[config.mk]
export PLATFORM = sky130hd
export DESIGN_NAME = inhibit_generator_nch_flat
export DESIGN_NICKNAME = d
export VERILOG_FILES = /design/src/rtl/inhibit_generator_nch_if.sv /design/src/rtl/inhibit_generator_nch.sv /design/src/flat_wrapper.sv
export SDC_FILE = /design/constraint.sdc
export NUM_CORES = 2
export LEC_CHECK = 0
export ABC_AREA = 1
export CAP_MARGIN = 5
export CORE_AREA = 2 2 373 375
export CTS_BUF_LIST = sky130_fd_sc_hd__clkbuf_2 sky130_fd_sc_hd__clkbuf_4 sky130_fd_sc_hd__clkbuf_8
export DETAILED_ROUTE_END_ITERATION = 12
export DIE_AREA = 0 0 375 377
export PLACE_DENSITY = 0.78
export SETUP_SLACK_MARGIN = 0.15
export SYNTH_ARGS = -nofsm -noshare
export SYNTH_HDL_FRONTEND = slang
export SYNTH_SLANG_ARGS = --single-unit
[constraint.sdc]
create_clock -name clk -period 76 [get_ports clk]
set_clock_uncertainty 0.2 [all_clocks]
set_input_delay 7.6 -clock clk [delete_from_list [all_inputs] [get_ports clk]]
set_output_delay 7.6 -clock clk [all_outputs]
set_load 0.02 [all_outputs]
[src/rtl/inhibit_generator_nch_if.sv]
// rtl/inhibit_generator_nch_if.sv - bus bundle for the multi-channel inhibit generator
interface inhibit_generator_nch_if #(
  parameter int P_N_CH      = 8,
  parameter int P_N_WIDTH   = 32,
  parameter int P_CNT_WIDTH = 32
);
  // discriminator side
  logic [P_N_CH-1:0]      bits_in;
  logic [P_N_CH-1:0]      bits_out;
  logic [P_N_CH-1:0]      inhibit_bits;
  logic [P_N_CH-1:0]      pulse_out;

  // configuration
  logic [P_N_WIDTH-1:0]   inhibit_len;
  logic                   mode_extend;
  logic [P_N_CH-1:0]      ch_enable;

  // counter snapshot and readout
  logic                   latch;
  logic [5:0]             rd_sel;
  logic [P_CNT_WIDTH-1:0] rd_accepted;
  logic [P_CNT_WIDTH-1:0] rd_vetoed;

  modport master (
    output bits_in, inhibit_len, mode_extend, ch_enable, latch, rd_sel,
    input  bits_out, inhibit_bits, pulse_out, rd_accepted, rd_vetoed
  );

  modport slave (
    input  bits_in, inhibit_len, mode_extend, ch_enable, latch, rd_sel,
    output bits_out, inhibit_bits, pulse_out, rd_accepted, rd_vetoed
  );
endinterface

[src/rtl/inhibit_generator_nch.sv]
// rtl/inhibit_generator_nch.sv - per-channel dead-time inhibit with accepted/vetoed edge counters
module inhibit_generator_nch #(
  parameter int P_N_CH      = 8,
  parameter int P_N_WIDTH   = 32,
  parameter int P_CNT_WIDTH = 32
) (
  input  logic                     clk,
  input  logic                     rst,
  inhibit_generator_nch_if.slave   io
);

  localparam logic [P_N_WIDTH-1:0]   REM_ONE = {{(P_N_WIDTH-1){1'b0}}, 1'b1};
  localparam logic [P_CNT_WIDTH-1:0] CNT_ONE = {{(P_CNT_WIDTH-1){1'b0}}, 1'b1};
  localparam logic [P_CNT_WIDTH-1:0] CNT_MAX = {P_CNT_WIDTH{1'b1}};

  // A channel is idle when its remaining dead time is zero.
  typedef enum logic {
    ST_IDLE      = 1'b0,
    ST_INHIBITED = 1'b1
  } ch_state_e;

  // shadowed configuration, one cycle behind the inputs
  logic [P_N_WIDTH-1:0]   len_q;
  logic                   mode_q;
  logic [P_N_CH-1:0]      en_q;

  // bit pipeline and per-channel outputs
  logic [P_N_CH-1:0]      prev_q;
  logic [P_N_CH-1:0]      bits_out_q;
  logic [P_N_CH-1:0]      inhibit_q;
  logic [P_N_CH-1:0]      inhibit_d;
  logic [P_N_CH-1:0]      pulse_q;

  // per-channel dead-time state
  logic [P_N_WIDTH-1:0]   rem_q [P_N_CH];
  logic [P_N_WIDTH-1:0]   rem_d [P_N_CH];
  ch_state_e              ch_state [P_N_CH];
  logic [P_N_CH-1:0]      edge_w;
  logic [P_N_CH-1:0]      accept_d;
  logic [P_N_CH-1:0]      veto_d;

  // live counters and their snapshots
  logic [P_CNT_WIDTH-1:0] acc_q  [P_N_CH];
  logic [P_CNT_WIDTH-1:0] acc_d  [P_N_CH];
  logic [P_CNT_WIDTH-1:0] vet_q  [P_N_CH];
  logic [P_CNT_WIDTH-1:0] vet_d  [P_N_CH];
  logic [P_CNT_WIDTH-1:0] snap_acc_q [P_N_CH];
  logic [P_CNT_WIDTH-1:0] snap_vet_q [P_N_CH];

  // readout registers
  logic [P_CNT_WIDTH-1:0] rd_acc_q;
  logic [P_CNT_WIDTH-1:0] rd_acc_d;
  logic [P_CNT_WIDTH-1:0] rd_vet_q;
  logic [P_CNT_WIDTH-1:0] rd_vet_d;

  // Saturating +1: a counter that reached all-ones stays there.
  function automatic logic [P_CNT_WIDTH-1:0] sat_inc(input logic [P_CNT_WIDTH-1:0] v,
                                                      input logic inc);
    if (inc && (v != CNT_MAX)) begin
      return v + CNT_ONE;
    end
    return v;
  endfunction

  // Shadow the configuration and delay the raw bits by one cycle.
  always_ff @(posedge clk or posedge rst) begin
    if (rst) begin
      len_q      <= '0;
      mode_q     <= 1'b0;
      en_q       <= '0;
      prev_q     <= '0;
      bits_out_q <= '0;
    end else begin
      len_q      <= io.inhibit_len;
      mode_q     <= io.mode_extend;
      en_q       <= io.ch_enable;
      prev_q     <= io.bits_in;
      bits_out_q <= io.bits_in;
    end
  end

  // Per-channel next dead time and accept/veto decision for this sampling edge.
  always_comb begin
    edge_w    = '0;
    accept_d  = '0;
    veto_d    = '0;
    inhibit_d = '0;
    for (int c = 0; c < P_N_CH; c++) begin
      edge_w[c]   = io.bits_in[c] & ~prev_q[c];
      rem_d[c]    = rem_q[c];
      ch_state[c] = (rem_q[c] != '0) ? ST_INHIBITED : ST_IDLE;
      if (!en_q[c]) begin
        // a disabled channel drops any dead time and ignores edges
        rem_d[c] = '0;
      end else if (len_q == '0) begin
        // zero length: inhibit off, every edge passes
        rem_d[c]    = '0;
        accept_d[c] = edge_w[c];
      end else begin
        case (ch_state[c])
          ST_IDLE: begin
            if (edge_w[c]) begin
              rem_d[c]    = len_q;
              accept_d[c] = 1'b1;
            end
          end
          ST_INHIBITED: begin
            rem_d[c] = rem_q[c] - REM_ONE;
            if (edge_w[c]) begin
              veto_d[c] = 1'b1;
              if (mode_q) begin
                rem_d[c] = len_q;
              end
            end
          end
          default: rem_d[c] = '0;
        endcase
      end
      inhibit_d[c] = (rem_d[c] != '0);
    end
  end

  // Dead-time counters, inhibit flags and acceptance pulses.
  always_ff @(posedge clk or posedge rst) begin
    if (rst) begin
      inhibit_q <= '0;
      pulse_q   <= '0;
      for (int c = 0; c < P_N_CH; c++) begin
        rem_q[c] <= '0;
      end
    end else begin
      inhibit_q <= inhibit_d;
      pulse_q   <= accept_d;
      for (int c = 0; c < P_N_CH; c++) begin
        rem_q[c] <= rem_d[c];
      end
    end
  end

  // Counter update: on latch the live value restarts from this cycle's own contribution.
  always_comb begin
    for (int c = 0; c < P_N_CH; c++) begin
      if (io.latch) begin
        acc_d[c] = accept_d[c] ? CNT_ONE : '0;
        vet_d[c] = veto_d[c]   ? CNT_ONE : '0;
      end else begin
        acc_d[c] = sat_inc(acc_q[c], accept_d[c]);
        vet_d[c] = sat_inc(vet_q[c], veto_d[c]);
      end
    end
  end

  // Live counters and snapshots; snapshots take the pre-latch live values.
  always_ff @(posedge clk or posedge rst) begin
    if (rst) begin
      for (int c = 0; c < P_N_CH; c++) begin
        acc_q[c]      <= '0;
        vet_q[c]      <= '0;
        snap_acc_q[c] <= '0;
        snap_vet_q[c] <= '0;
      end
    end else begin
      for (int c = 0; c < P_N_CH; c++) begin
        acc_q[c] <= acc_d[c];
        vet_q[c] <= vet_d[c];
        if (io.latch) begin
          snap_acc_q[c] <= acc_q[c];
          snap_vet_q[c] <= vet_q[c];
        end
      end
    end
  end

  // Snapshot select; an index past the last channel reads as zero.
  always_comb begin
    rd_acc_d = '0;
    rd_vet_d = '0;
    for (int c = 0; c < P_N_CH; c++) begin
      if (int'(io.rd_sel) == c) begin
        rd_acc_d = snap_acc_q[c];
        rd_vet_d = snap_vet_q[c];
      end
    end
  end

  // Registered readout.
  always_ff @(posedge clk or posedge rst) begin
    if (rst) begin
      rd_acc_q <= '0;
      rd_vet_q <= '0;
    end else begin
      rd_acc_q <= rd_acc_d;
      rd_vet_q <= rd_vet_d;
    end
  end

  assign io.bits_out     = bits_out_q;
  assign io.inhibit_bits = inhibit_q;
  assign io.pulse_out    = pulse_q;
  assign io.rd_accepted  = rd_acc_q;
  assign io.rd_vetoed    = rd_vet_q;

endmodule

[src/flat_wrapper.sv]
// flat-port wrapper written by rule: the top's interface ports become plain ports
module inhibit_generator_nch_flat 
#(
  parameter int P_N_CH      = 8,
  parameter int P_N_WIDTH   = 32,
  parameter int P_CNT_WIDTH = 32
)
  (clk, rst, io_bits_in, io_inhibit_len, io_mode_extend, io_ch_enable, io_latch, io_rd_sel, io_bits_out, io_inhibit_bits, io_pulse_out, io_rd_accepted, io_rd_vetoed);
  inhibit_generator_nch_if #(.P_N_CH(P_N_CH), .P_N_WIDTH(P_N_WIDTH), .P_CNT_WIDTH(P_CNT_WIDTH)) io_i ();
  input  logic clk;
  input  logic rst;
  input wire logic [$bits(io_i.bits_in)-1:0] io_bits_in;
  input wire logic [$bits(io_i.inhibit_len)-1:0] io_inhibit_len;
  input wire logic [$bits(io_i.mode_extend)-1:0] io_mode_extend;
  input wire logic [$bits(io_i.ch_enable)-1:0] io_ch_enable;
  input wire logic [$bits(io_i.latch)-1:0] io_latch;
  input wire logic [$bits(io_i.rd_sel)-1:0] io_rd_sel;
  output wire logic [$bits(io_i.bits_out)-1:0] io_bits_out;
  output wire logic [$bits(io_i.inhibit_bits)-1:0] io_inhibit_bits;
  output wire logic [$bits(io_i.pulse_out)-1:0] io_pulse_out;
  output wire logic [$bits(io_i.rd_accepted)-1:0] io_rd_accepted;
  output wire logic [$bits(io_i.rd_vetoed)-1:0] io_rd_vetoed;
  assign io_i.bits_in = io_bits_in;
  assign io_i.inhibit_len = io_inhibit_len;
  assign io_i.mode_extend = io_mode_extend;
  assign io_i.ch_enable = io_ch_enable;
  assign io_i.latch = io_latch;
  assign io_i.rd_sel = io_rd_sel;
  assign io_bits_out = io_i.bits_out;
  assign io_inhibit_bits = io_i.inhibit_bits;
  assign io_pulse_out = io_i.pulse_out;
  assign io_rd_accepted = io_i.rd_accepted;
  assign io_rd_vetoed = io_i.rd_vetoed;
  inhibit_generator_nch #(.P_N_CH(P_N_CH), .P_N_WIDTH(P_N_WIDTH), .P_CNT_WIDTH(P_CNT_WIDTH)) u_core (.clk(clk), .rst(rst), .io(io_i));
endmodule
==> impl_metrics.toml <==
[power]
power_leakage_nw = 41.5
power_frac_clock_pct = 29.0
power_frac_seq_pct = 34.4
combPwrFrac_pct = 36.6
p_sw_w = 0.00109
internal_power_w = 0.00150
switching_share_pct = 42.2
ir_drop_uv = 24.3
powerDensity_nw_per_um2 = 28.5

[routing]
first_iter_violations = 11097
post_drt_wl_per_cell_um = 21.1
final_antenna_net_count = 0
vias_per_cell = 6.02
drt_first_pass_iters = 7
drc = 0
vias = 84430
postRouteWirelength_um = 296000

[yosys]
synth_ff_type = "dfrtp_1"
synth-edff-count = 0
yosysSeqAreaShare_pct = 42.4
synth_warnings = 0
synth_compound_area_share_pct = 12.1
syn_area_um2 = 83100
syn_nets = 12135
synthAdderAreaFrac_pct = 0.482
synth.avg_cell_area_um2 = 6.90
synth_top_family_by_area = "simple AND/OR/NAND/NOR gates"
synth_cell_type_count = 57
syn_inst = 12045
async_reset_ff_share_pct = 100
synth-seq-cells = 1409
synth_xor_area_share_pct = 3.01
synth-simple-area-share_pct = 33.3
synth_mux_area_share_pct = 0

[global_route]
grt_pass1_wl_um = 453000
grt_use_total_pct = 41.2
grt_pass1_vias = 77608
antenna_found_initial = 10
grt-ovfl-total = 0
grt_start_max_net_pins = 224

[setup_path]
r2r_cells = 13
path_class = "in2async"
crit_top_cell = "buf_4"
crit_chain = "clkdlybuf4s50_1 -> inv_8 -> buf_4 -> buf_4 -> buf_4 -> buf_4 -> buf_4"
cpMaxStageDelayCell = "buf_4"
worst_setup_path_end_kind = "async pin"
arrival_ns = 13.02
required_ns = 76.75
max_stage_delay_ns = 0.90
critPathLaunchType = "input pin"
cp_max_fo = 130

[clock_network]
cts_hold_buffers = 0
ctsResizeCount = 0
clock_latency_ns = 0.99
cts-root-buf = "clkbuf_8"
cts_made_buffers = 232
clockBufferDepth = 3
post-cts-setup-buffers = 0
clkTransAtPathRegs_ns = 0.06
cts_sinks = 1409
cts_tree = "built"
cts_max_level = 4

[placed_design]
gp_congestion = 1.04
port_buffers = 145
place_ws_ns = 62.56
place_hpwl_um = 209000

[timing]
worstMarginPinSlew_ns = 1.25
drv_slew = 0
worst_slack_ns = 63.73
setup_violations = 0
slew_headroom_pct = 16.2
fmax_mhz = 81.5
period_minus_slack_ns = 12.27
period_share_pct = 16.1
timing.final.hold_violations = 0
whs_ns = 0.271
rsz0062_at_grt = "no"
tns_ns = 0

[finish]
regArea_um2 = 35300
nFillCells = 12099
drive_gt1_share_pct = 5.47
multi_input_area_um2 = 40800
final_common_cell = "nand2_1"
syn_to_final_growth_pct = 9.39
final_nets = 12119
final_cell_mix = "3534 x nand2_1, 1503 x nor2_1, 1409 x dfrtp_1, 1322 x inv_1, 1143 x o21ai_0"

[die]
die_h_um = 377
io_pins = 146
core_um2 = 137000
num_rows = 136
initial_core_util_pct = 60.7
fp.dieArea_um2 = 141000
die_x_um = 375

[outcome]
status = "complete, no violations"

[hold_path]
holdCritPathClass = "reg2reg"
min_path_cells = 2

[job]
timing.max_cap.violations = 0
-- power groups by stage --
stage                     logic (W)  clock network [W]  registers, W
after floorplan            0.000686                  0      0.000873
after global placement     0.000906                  0      0.000897
after detailed placement   0.000918                  0      0.000898
after CTS                  0.000923           0.000758      0.000886
after global routing        0.00106           0.000790      0.000896
final                      0.000949           0.000752      0.000891
-- final cells by class --
cell class                      count  area share [%]
Clock inverter                     62           0.793
Tap cell                         1794            2.47
Antenna cell                       10          0.0275
Sequential cell                  1409            38.8
Multi-Input combinational cell   8783            44.8
Inverter                         1354            5.61
Timing Repair Buffer              249            2.53
Clock buffer                      355            4.97
-- worst max-delay path, delay by kind of cell --
family,cells,cell delay (ns)
buffers and inverters,7,5.09
-- per-layer routing --
layer,global-route usage (%),up-vias,part of all wire (%)
met3,8.42,886,11
met4,23.4,4,6.3
li1,-,38903,-
met2,60.2,4876,42
met1,57.1,39761,40
met5,0,-,0.018
-- synthesized netlist by cell type, types with 16 or more instances --
cell | number | area (um2)
nor3_1 | 279 | 1400
inv_2 | 22 | 82.6
clkbuf_1 | 332 | 1250
o21bai_1 | 35 | 263
nand2_1 | 3534 | 13300
xor2_1 | 213 | 1870
or2_2 | 16 | 100
a21oi_1 | 348 | 1740
o21ai_1 | 59 | 295
o211ai_1 | 21 | 158
o31ai_1 | 126 | 946
dfrtp_1 | 1409 | 35300
inv_1 | 1324 | 4970
nand2_2 | 20 | 125
o21ai_0 | 1143 | 5720
nand4_1 | 357 | 2230
buf_2 | 115 | 576
nor4_1 | 90 | 563
xnor2_1 | 73 | 639
buf_4 | 16 | 120
ha_1 | 32 | 400
nand3_1 | 734 | 3670
buf_1 | 26 | 97.6
nor2_2 | 23 | 144
nor2_1 | 1515 | 5690
o22ai_1 | 36 | 225
o2111ai_1 | 33 | 289
-- sequential cells by signal (all words and copies together) (netlist names) --
| name | cells |
|---|---|
| u_core.io.rd_vetoed | 32 |
| u_core.io.rd_accepted | 32 |
| u_core.snap_vet_q | 256 |
| u_core.len_q | 32 |
| u_core.vet_q | 256 |
| u_core.acc_q | 256 |
| u_core.io.inhibit_bits | 8 |
| u_core.en_q | 8 |
| u_core.rem_q | 256 |
| u_core.mode_q | 1 |
| u_core.snap_acc_q | 256 |
| u_core.io.pulse_out | 8 |
| u_core.prev_q | 8 |
-- per-stage QoR --
stage	utilization (%)	std cells	area (um2)	total power [W]
floorplan	-	12045	83100	0.00156
global placement	62.5	13589	85700	0.00180
detailed placement	62.5	13589	85700	0.00182
CTS	66.4	14006	90900	0.00257
global route	66.4	14008	90900	0.00275
finish	66.4	14016	90900	0.00259
-- final timing paths --
kind,from,end,slack (ns)
min in group asynchronous,rst,u_core.rem_q[151]$_DFF_PP0_,7.04
setup / recovery,rst,u_core.io.rd_vetoed[15]$_DFF_PP0_,63.73
setup reg to reg,u_core.len_q[26]$_DFF_PP0_,u_core.vet_q[243]$_DFFE_PP0P_,71.12
hold / removal,u_core.snap_vet_q[154]$_DFFE_PP0P_,u_core.snap_vet_q[154]$_DFFE_PP0P_,0.27
max in group clk,io_bits_in[4],u_core.vet_q[110]$_DFFE_PP0P_,64.76
hold reg to reg,u_core.snap_vet_q[154]$_DFFE_PP0P_,u_core.snap_vet_q[154]$_DFFE_PP0P_,0.27
-- cell families after synthesis --
| group | count (synthesis) |
|---|---|
| adder cells (fa/ha/maj) | 32 |
| AND/OR/NAND/NOR | 6627 |
| flip-flops | 1409 |
| AO/OA/AOI/OAI | 1838 |
| buffers and inverters | 1853 |
| XOR/XNOR | 286 |
Note: power is estimated with default switching activity, not from simulation.
